## src/rtl/gray_pkg.sv

```systemverilog
`default_nettype none
// ============================================================================
// Module   : gray_pkg
// Brief    : State encodings and direction constants for the Gray stream path.
// Revision : 1.0 - initial release
// ============================================================================
package gray_pkg;

  typedef enum logic [1:0] {
    IDLE  = 2'd0,
    TRACK = 2'd1,
    FAULT = 2'd2
  } state_t;

  localparam logic DIR_UP   = 1'b1;
  localparam logic DIR_DOWN = 1'b0;

endpackage : gray_pkg
`default_nettype wire

```

## src/rtl/gray_to_bin.sv

```systemverilog
`default_nettype none
// ============================================================================
// Module   : gray_to_bin
// Brief    : Combinational Gray-to-binary converter, reusable by other stages.
// Revision : 1.0 - initial release
// ============================================================================
module gray_to_bin #(
  parameter int WIDTH = 4
) (
  input  logic [WIDTH-1:0] gray_i,
  output logic [WIDTH-1:0] bin_o
);

  logic [WIDTH-1:0] w_bin;

  // Each binary bit is the XOR of all Gray bits at or above it.
  always_comb begin
    w_bin          = '0;
    w_bin[WIDTH-1] = gray_i[WIDTH-1];
    for (int i = WIDTH - 2; i >= 0; i--) begin
      w_bin[i] = w_bin[i+1] ^ gray_i[i];
    end
  end

  assign bin_o = w_bin;

endmodule : gray_to_bin
`default_nettype wire

```

## src/rtl/gray_stream_decoder.sv

```systemverilog
`default_nettype none
// ============================================================================
// Module   : gray_stream_decoder
// Brief    : Decodes a Gray word stream, checks +/-1 steps, tracks lock/fault.
//            Macro GRAY_ERR_COUNT_EN enables the saturating err_count register.
// Revision : 1.0 - initial release
// ============================================================================
module gray_stream_decoder
  import gray_pkg::*;
#(
  parameter int WIDTH       = 4,
  parameter int ERR_W       = 8,
  parameter int FAULT_LIMIT = 3
) (
  input  logic             clk,
  input  logic             rst,
  input  logic             in_valid,
  input  logic [WIDTH-1:0] in_gray,
  output logic             out_valid,
  output logic [WIDTH-1:0] out_bin,
  output logic             out_dir,
  output logic             out_err,
  output logic             locked,
  output logic [ERR_W-1:0] err_count
);

  localparam logic [WIDTH-1:0] c_one   = WIDTH'(1);
  localparam logic [2:0]       c_limit = 3'(FAULT_LIMIT);

  state_t           state_q;
  logic [WIDTH-1:0] prev_q;
  logic [2:0]       cons_q;
  logic             out_valid_q;
  logic [WIDTH-1:0] out_bin_q;
  logic             out_dir_q;
  logic             out_err_q;
  logic             locked_q;

  logic [WIDTH-1:0] w_bin;
  logic             w_rep;
  logic             w_up;
  logic             w_down;
  logic             w_step_err;
  logic [2:0]       w_cons_d;

  gray_to_bin #(
    .WIDTH (WIDTH)
  ) u_gray_to_bin (
    .gray_i (in_gray),
    .bin_o  (w_bin)
  );

  assign w_rep      = (w_bin == prev_q);
  assign w_up       = (w_bin == prev_q + c_one);
  assign w_down     = (w_bin == prev_q - c_one);
  assign w_step_err = in_valid && (state_q != IDLE) && !(w_rep || w_up || w_down);
  assign w_cons_d   = (cons_q == 3'd7) ? cons_q : cons_q + 3'd1;

  always_ff @(posedge clk) begin
    if (rst) begin
      state_q     <= IDLE;
      prev_q      <= '0;
      cons_q      <= '0;
      out_valid_q <= 1'b0;
      out_bin_q   <= '0;
      out_dir_q   <= 1'b0;
      out_err_q   <= 1'b0;
      locked_q    <= 1'b0;
    end else if (in_valid) begin
      out_valid_q <= 1'b1;
      out_bin_q   <= w_bin;
      prev_q      <= w_bin;
      case (state_q)
        IDLE: begin
          out_err_q <= 1'b0;
          cons_q    <= '0;
          state_q   <= TRACK;
          locked_q  <= 1'b1;
        end
        default: begin
          if (w_rep) begin
            out_err_q <= 1'b0;
            cons_q    <= '0;
          end else if (w_up || w_down) begin
            out_dir_q <= w_up ? DIR_UP : DIR_DOWN;
            out_err_q <= 1'b0;
            cons_q    <= '0;
            state_q   <= TRACK;
            locked_q  <= 1'b1;
          end else begin
            out_err_q <= 1'b1;
            cons_q    <= w_cons_d;
            if (state_q == TRACK && w_cons_d >= c_limit) begin
              state_q  <= FAULT;
              locked_q <= 1'b0;
            end
          end
        end
      endcase
    end else begin
      out_valid_q <= 1'b0;
      out_err_q   <= 1'b0;
    end
  end

`ifdef GRAY_ERR_COUNT_EN
  logic [ERR_W-1:0] err_cnt_q;

  always_ff @(posedge clk) begin
    if (rst) begin
      err_cnt_q <= '0;
    end else if (w_step_err && (err_cnt_q != '1)) begin
      err_cnt_q <= err_cnt_q + ERR_W'(1);
    end
  end

  assign err_count = err_cnt_q;
`else
  assign err_count = '0;
`endif

  assign out_valid = out_valid_q;
  assign out_bin   = out_bin_q;
  assign out_dir   = out_dir_q;
  assign out_err   = out_err_q;
  assign locked    = locked_q;

endmodule : gray_stream_decoder
`default_nettype wire

```

## config.mk

```make
export PLATFORM = sky130hd
export DESIGN_NAME = gray_stream_decoder
export DESIGN_NICKNAME = d
export VERILOG_FILES = /design/src/rtl/gray_pkg.sv /design/src/rtl/gray_to_bin.sv /design/src/rtl/gray_stream_decoder.sv
export SDC_FILE = /design/constraint.sdc
export NUM_CORES = 1
export LEC_CHECK = 0
export ABC_AREA = 1
export CAP_MARGIN = 30
export CORE_MARGIN = 2
export CORE_UTILIZATION = 25
export CTS_CLUSTER_DIAMETER = 80
export CTS_CLUSTER_SIZE = 14
export DETAILED_ROUTE_END_ITERATION = 10
export MAX_ROUTING_LAYER = met4
export PLACE_DENSITY = 0.52
export SYNTH_ARGS = -nofsm -noshare
export SYNTH_HDL_FRONTEND = slang
export SYNTH_SLANG_ARGS = --single-unit
```

## constraint.sdc

```tcl
create_clock -name clk -period 2.1 [get_ports clk]
set_clock_uncertainty 0.2 [all_clocks]
set_input_delay 0.63 -clock clk [delete_from_list [all_inputs] [get_ports clk]]
set_output_delay 0.63 -clock clk [all_outputs]
set_load 0.005 [all_outputs]
```

# Word-level counts from Yosys, hierarchy flattened
# Cells that the tools add are included.
# op_classes
order_cmp	1
n_mux	15
add_sub_neg	3
reduce_logical	7
n_eq_ne	6
bitwise_logic	6
# ops
cell	n
$eq 4x4->1	3
$mux 3	4
$mux 2	4
$mux 1	7
$add 4x1->4 const B	1
$reduce_and 4->1	1
$reduce_or 4->1	1
$sub 4x1->4 const B	1
$add 3x1->3 const B	1
$eq 3x3->1 const B	1
$ge 3x2->1 const B	1
$not 1->1	3
$reduce_and 3->1	1
$reduce_bool 3->1	1
$xor 1x1->1	3
$eq 2x1->1 const B	1
$logic_not 2->1	1
$ne 2x1->1 const B	1
$logic_and 1x1->1	1
$logic_or 1x1->1	1
# totals
regBits	13
input_bits	7
output_inout_bits	16

# Depth between registers and ports, before layout
# depth
depth_word	8
depth_mapped	14
mapped_depth_nobuf	14

# By module
# A second synthesis with hierarchy kept.
# unflattened
hier_cells	144
area_unflattened_um2	969.7
# by_module_without_submodules
module	area_each_um2	cells_each	instances
gray_stream_decoder	875.8	126	1
gray_to_bin	93.8	18	1

# Worst setup path after synthesis
# OpenSTA, ideal clock, no wires.
# synth_timing
path_kind	input-to-reg
from	in in_gray[2]
to	reg state_q[1]
cell_stages	14
slack_ps	226
required_time_ps	1785
n_path_buf	0
t_arrival_ps	1559
path_cell_list	inv_1 > nand2_4 > nand2_4 > inv_2 > nand2_1 > nand2_1 > nor2_1 > nand2_2 > nand2_2 > nand2_4 > nand2_4 > nand3_2 > nand2_1 > nor2_1
# synth_via
elab_chain_len	8
word_cells_on_any_way	13
cone_classes	eq/ne (4); mux (3); bitwise (3); reduce/logical (3)
# synth_rtl
item	line_no	text
start: declaration	gray_stream_decoder.sv:18	input logic [WIDTH-1:0] in_gray,
$xor 1x1->1 (*)	gray_to_bin.sv:21	w_bin[i] = w_bin[i+1] ^ gray_i[i];
$xor 1x1->1 (2 in a row)	gray_to_bin.sv:21	
$eq 4x4->1 (on tied branches)	gray_stream_decoder.sv:54, gray_stream_decoder.sv:55	
$logic_or 1x1->1	gray_stream_decoder.sv:84	end else if (w_up || w_down) begin
$mux 2	gray_stream_decoder.sv:84	
$mux 2	gray_stream_decoder.sv:81	if (w_rep) begin
$mux 2	gray_stream_decoder.sv:73	case (state_q)
end signal: assignment	gray_stream_decoder.sv:77	state_q <= TRACK;
end signal: assignment	gray_stream_decoder.sv:88	state_q <= TRACK;
end signal: assignment	gray_stream_decoder.sv:94	state_q <= FAULT;
end: declaration	gray_stream_decoder.sv:30	state_t state_q;
# Every way passes the cells marked *; elsewhere a longest branch is shown, timed or not. The select of a mux whose other input is x is not followed.
# A chain may end at the register's enable or synchronous reset.

# Worst setup path after layout
# layout_timing
from	reg out_bin_q[1], in the netlist out_bin[1]
to	out out_bin[1]
# layout_rtl
item	line_no	text
start: declaration	gray_stream_decoder.sv:34	logic [WIDTH-1:0] out_bin_q;
start signal: assignment	gray_stream_decoder.sv:71	out_bin_q <= w_bin;
end: declaration	gray_stream_decoder.sv:20	output logic [WIDTH-1:0] out_bin,
# No word-level cell between the ends.

==> flow_summary.toml <==
[die]
start_util_pct = 25.93
core_area_um2 = 3971
io_pins = 23
die_h_um = 68.18
dieArea_um2 = 4649
rows = 23
fp.dieW_um = 68.18

[worst_hold_path]
hp-start = "out_dir"
hp-class = "reg -> reg"

[critical_path]
crit_path_max_fanout = 5
r2r_end = "state_q[1]"
crit_family = "buffers and inverters"
critPathSlowestCell = "clkdlybuf4s50_1"
r2r-start = "out_bin[1]"
critPathLaunchType = "register"
crit_path_end_kind = "primary output"
crit_end = "out_bin[1]"
critPathMaxStageDelay_ns = 0.54
cp.buffers_inverters = 1
worst-path-stages = 1
path_cells = "clkdlybuf4s50_1"
setup.worst_path.class = "reg -> out"
worstRegToRegCells = 12
r2r_setup_slack_ns = 0.20
critical_path.startpoint = "out_bin[1]"
crit_arrival_ns = 1.20
critPathRequiredTime_ns = 1.27

[detailed_routing]
drc_errors = 0
wl_per_cell_um = 9.928
viasPerCell = 4.135
first_pass_iters = 4
drt_iter0_markers = 17
drt-total-wl_mm = 2.204
vias = 918
detail-route-antenna-nets = 0

[place]
io_buffers = 14
gp_congestion = 0.7844
place_hpwl_mm = 1.772

[power]
power_density_nw_per_um2 = 635.7
ir_drop_uv = 215.6
power.leakage_nw = 0.6492

[clock_network]
hold_buffers = 0
cts_root_buf = "clkbuf_8"
tritoncts = "built"
numClockSinks = 13
cts_buffers = 3
h-tree-depth = 1
clk_pin_slew_worst_paths_ns = 0.06
clock_latency_ns = 0.25
cts_buffer_depth = 2

[layout]
drive_above_1_share_pct = 34.88
area_delta_synth_final_pct = 30.74
fin_nets = 183
diodes = 0

[sta]
fmax_ghz = 0.4922
fin_tns_setup_ns = 0
timing.final.hold_violations = 0
period_needed_ns = 2.032
hold-worst-slack_ns = 0.2510
timing.final.setup_violations = 0
finalCritPeriodShare_pct = 96.74
finalMaxSlewViolations = 0

[yosys]
ys_types = 24
syn_avg_cell_area_um2 = 7.201
synthCells = 143
synthesis.area_um2 = 1030
yosysSeqAreaShare_pct = 25.27
synth-seq-cells = 13
ys_warn_count = 0

[global_route]
antenna_found_initial = 0
grt_max_degree = 9
grt_pass1_vias = 772
grt_pass1_wl_mm = 3.450
grt_util_all_layers_pct = 10.42
grt-ovfl-total = 0

[status]
status = "finished clean"

[run]
maxCapViolCount = 0
sequential cells by signal, indices dropped and copies added (netlist names):
signal	count
out_valid	1
out_dir	1
out_bin	4
cons_q	3
locked	1
out_err	1
state_q	2
worst min-delay path by stage:
stage | slack, ns | to | depth (start not counted)
finish | 0.25 | out_dir | 2
global route | 0.30 | out_dir | 2
global placement | 0.25 | out_dir | 2
CTS | 0.26 | out_dir | 2
detailed placement | 0.25 | out_dir | 2
floorplan | 0.25 | state_q[0] | 2
cell families (layout without fill, tap and decap cells):
| family | after synthesis | after routing | synth area share (%) |
|---|---|---|---|
| other | 1 | 8 | 0.3642 |
| buffers and inverters | 31 | 53 | 14.34 |
| flip-flops | 13 | 13 | 25.27 |
| AND/OR/NAND/NOR | 73 | 73 | 41.92 |
| XOR/XNOR | 7 | 7 | 5.954 |
| adder cells (fa/ha/maj) | 3 | 3 | 3.646 |
| AO/OA/AOI/OAI | 15 | 15 | 8.506 |
final cells by class:
| type | count | area, µm² |
|---|---|---|
| Multi-Input combinational cell | 106 | 665.6 |
| Fill cell | 443 | 2625 |
| Clock buffer | 3 | 41.29 |
| Tap cell | 50 | 62.56 |
| Clock inverter | 1 | 5.005 |
| Sequential cell | 13 | 262.8 |
| Timing Repair Buffer | 27 | 226.5 |
| Inverter | 22 | 82.58 |
layer usage:
layer	wire, µm	track usage (%)	share of wire [%]
met5	0	-	0
met4	43	4.500	2.0
met3	114	2.961	5.2
met2	1030	16.02	47
met1	1016	12.70	46
power breakdown:
group,leakage [nW],switching (W),internal (W)
clock network,0.0255,0.0000976,0.000131
logic,0.516,0.000187,0.000149
registers,0.107,0.0000193,0.000272
cells in the mapped netlist:
cell type  instances  area share, %
xnor2_1            4            3.4
conb_1             1           0.36
nand3_1           15            7.3
a21oi_1            7            3.4
ha_1               3            3.6
nor2_1             6            2.2
dfxtp_1           13             25
nand2_4            6            6.6
inv_1             17            6.2
xor2_1             3            2.6
nand3_2            8            7.8
nor2_4             1            1.1
o21ai_0            4            1.9
buf_2              1           0.49
o22ai_1            1           0.61
o21ai_2            1           0.85
nor2_2             1           0.61
inv_2              5            1.8
nand3_4            1            1.7
a21oi_2            1           0.85
nand2_1           27            9.8
buf_4              8            5.8
nand2_2            8            4.9
a31o_2             1           0.85
timing repair:
| action | in CTS | in global routing |
|---|---|---|
| pin swaps | 0 | 2 |
| buffers inserted | 0 | 0 |
| gates resized for setup | 4 | 12 |
| endpoints found under the setup margin | 8 | 10 |
cell usage in the layout (no fill, tap or decap), types with 2 or more instances in the layout:
cell	count
o21ai_0	4
nand2_4	6
a21oi_1	5
nand2_1	27
nor2_1	5
clkbuf_2	2
dfxtp_1	11
conb_1	8
xor2_1	3
inv_1	14
buf_4	13
ha_1	3
dfxtp_2	2
nor2_2	2
clkbuf_8	3
a21oi_2	3
nand3_4	2
xnor2_1	4
nand2_2	8
nand3_1	15
inv_2	8
nand3_2	7
clkdlybuf4s50_1	11
stage by stage:
| step | setup slack [ns] | cells | util (%) | cell area [µm²] | power [W] |
|---|---|---|---|---|---|
| 2_1_floorplan | 0.2259 | 150 | - | 1056 | 0.0005227 |
| 3_3_place_gp | -0.5210 | 218 | 32.51 | 1291 | 0.0006198 |
| 3_5_place_dp | -0.5210 | 218 | 32.51 | 1291 | 0.0006183 |
| 4_1_cts | 0.006315 | 222 | 33.59 | 1334 | 0.0008473 |
| 5_1_grt | -0.02079 | 222 | 33.90 | 1346 | 0.0009116 |
| 6_report | 0.06840 | 222 | 33.90 | 1346 | 0.0008559 |
(Power assumes the default switching activity.)
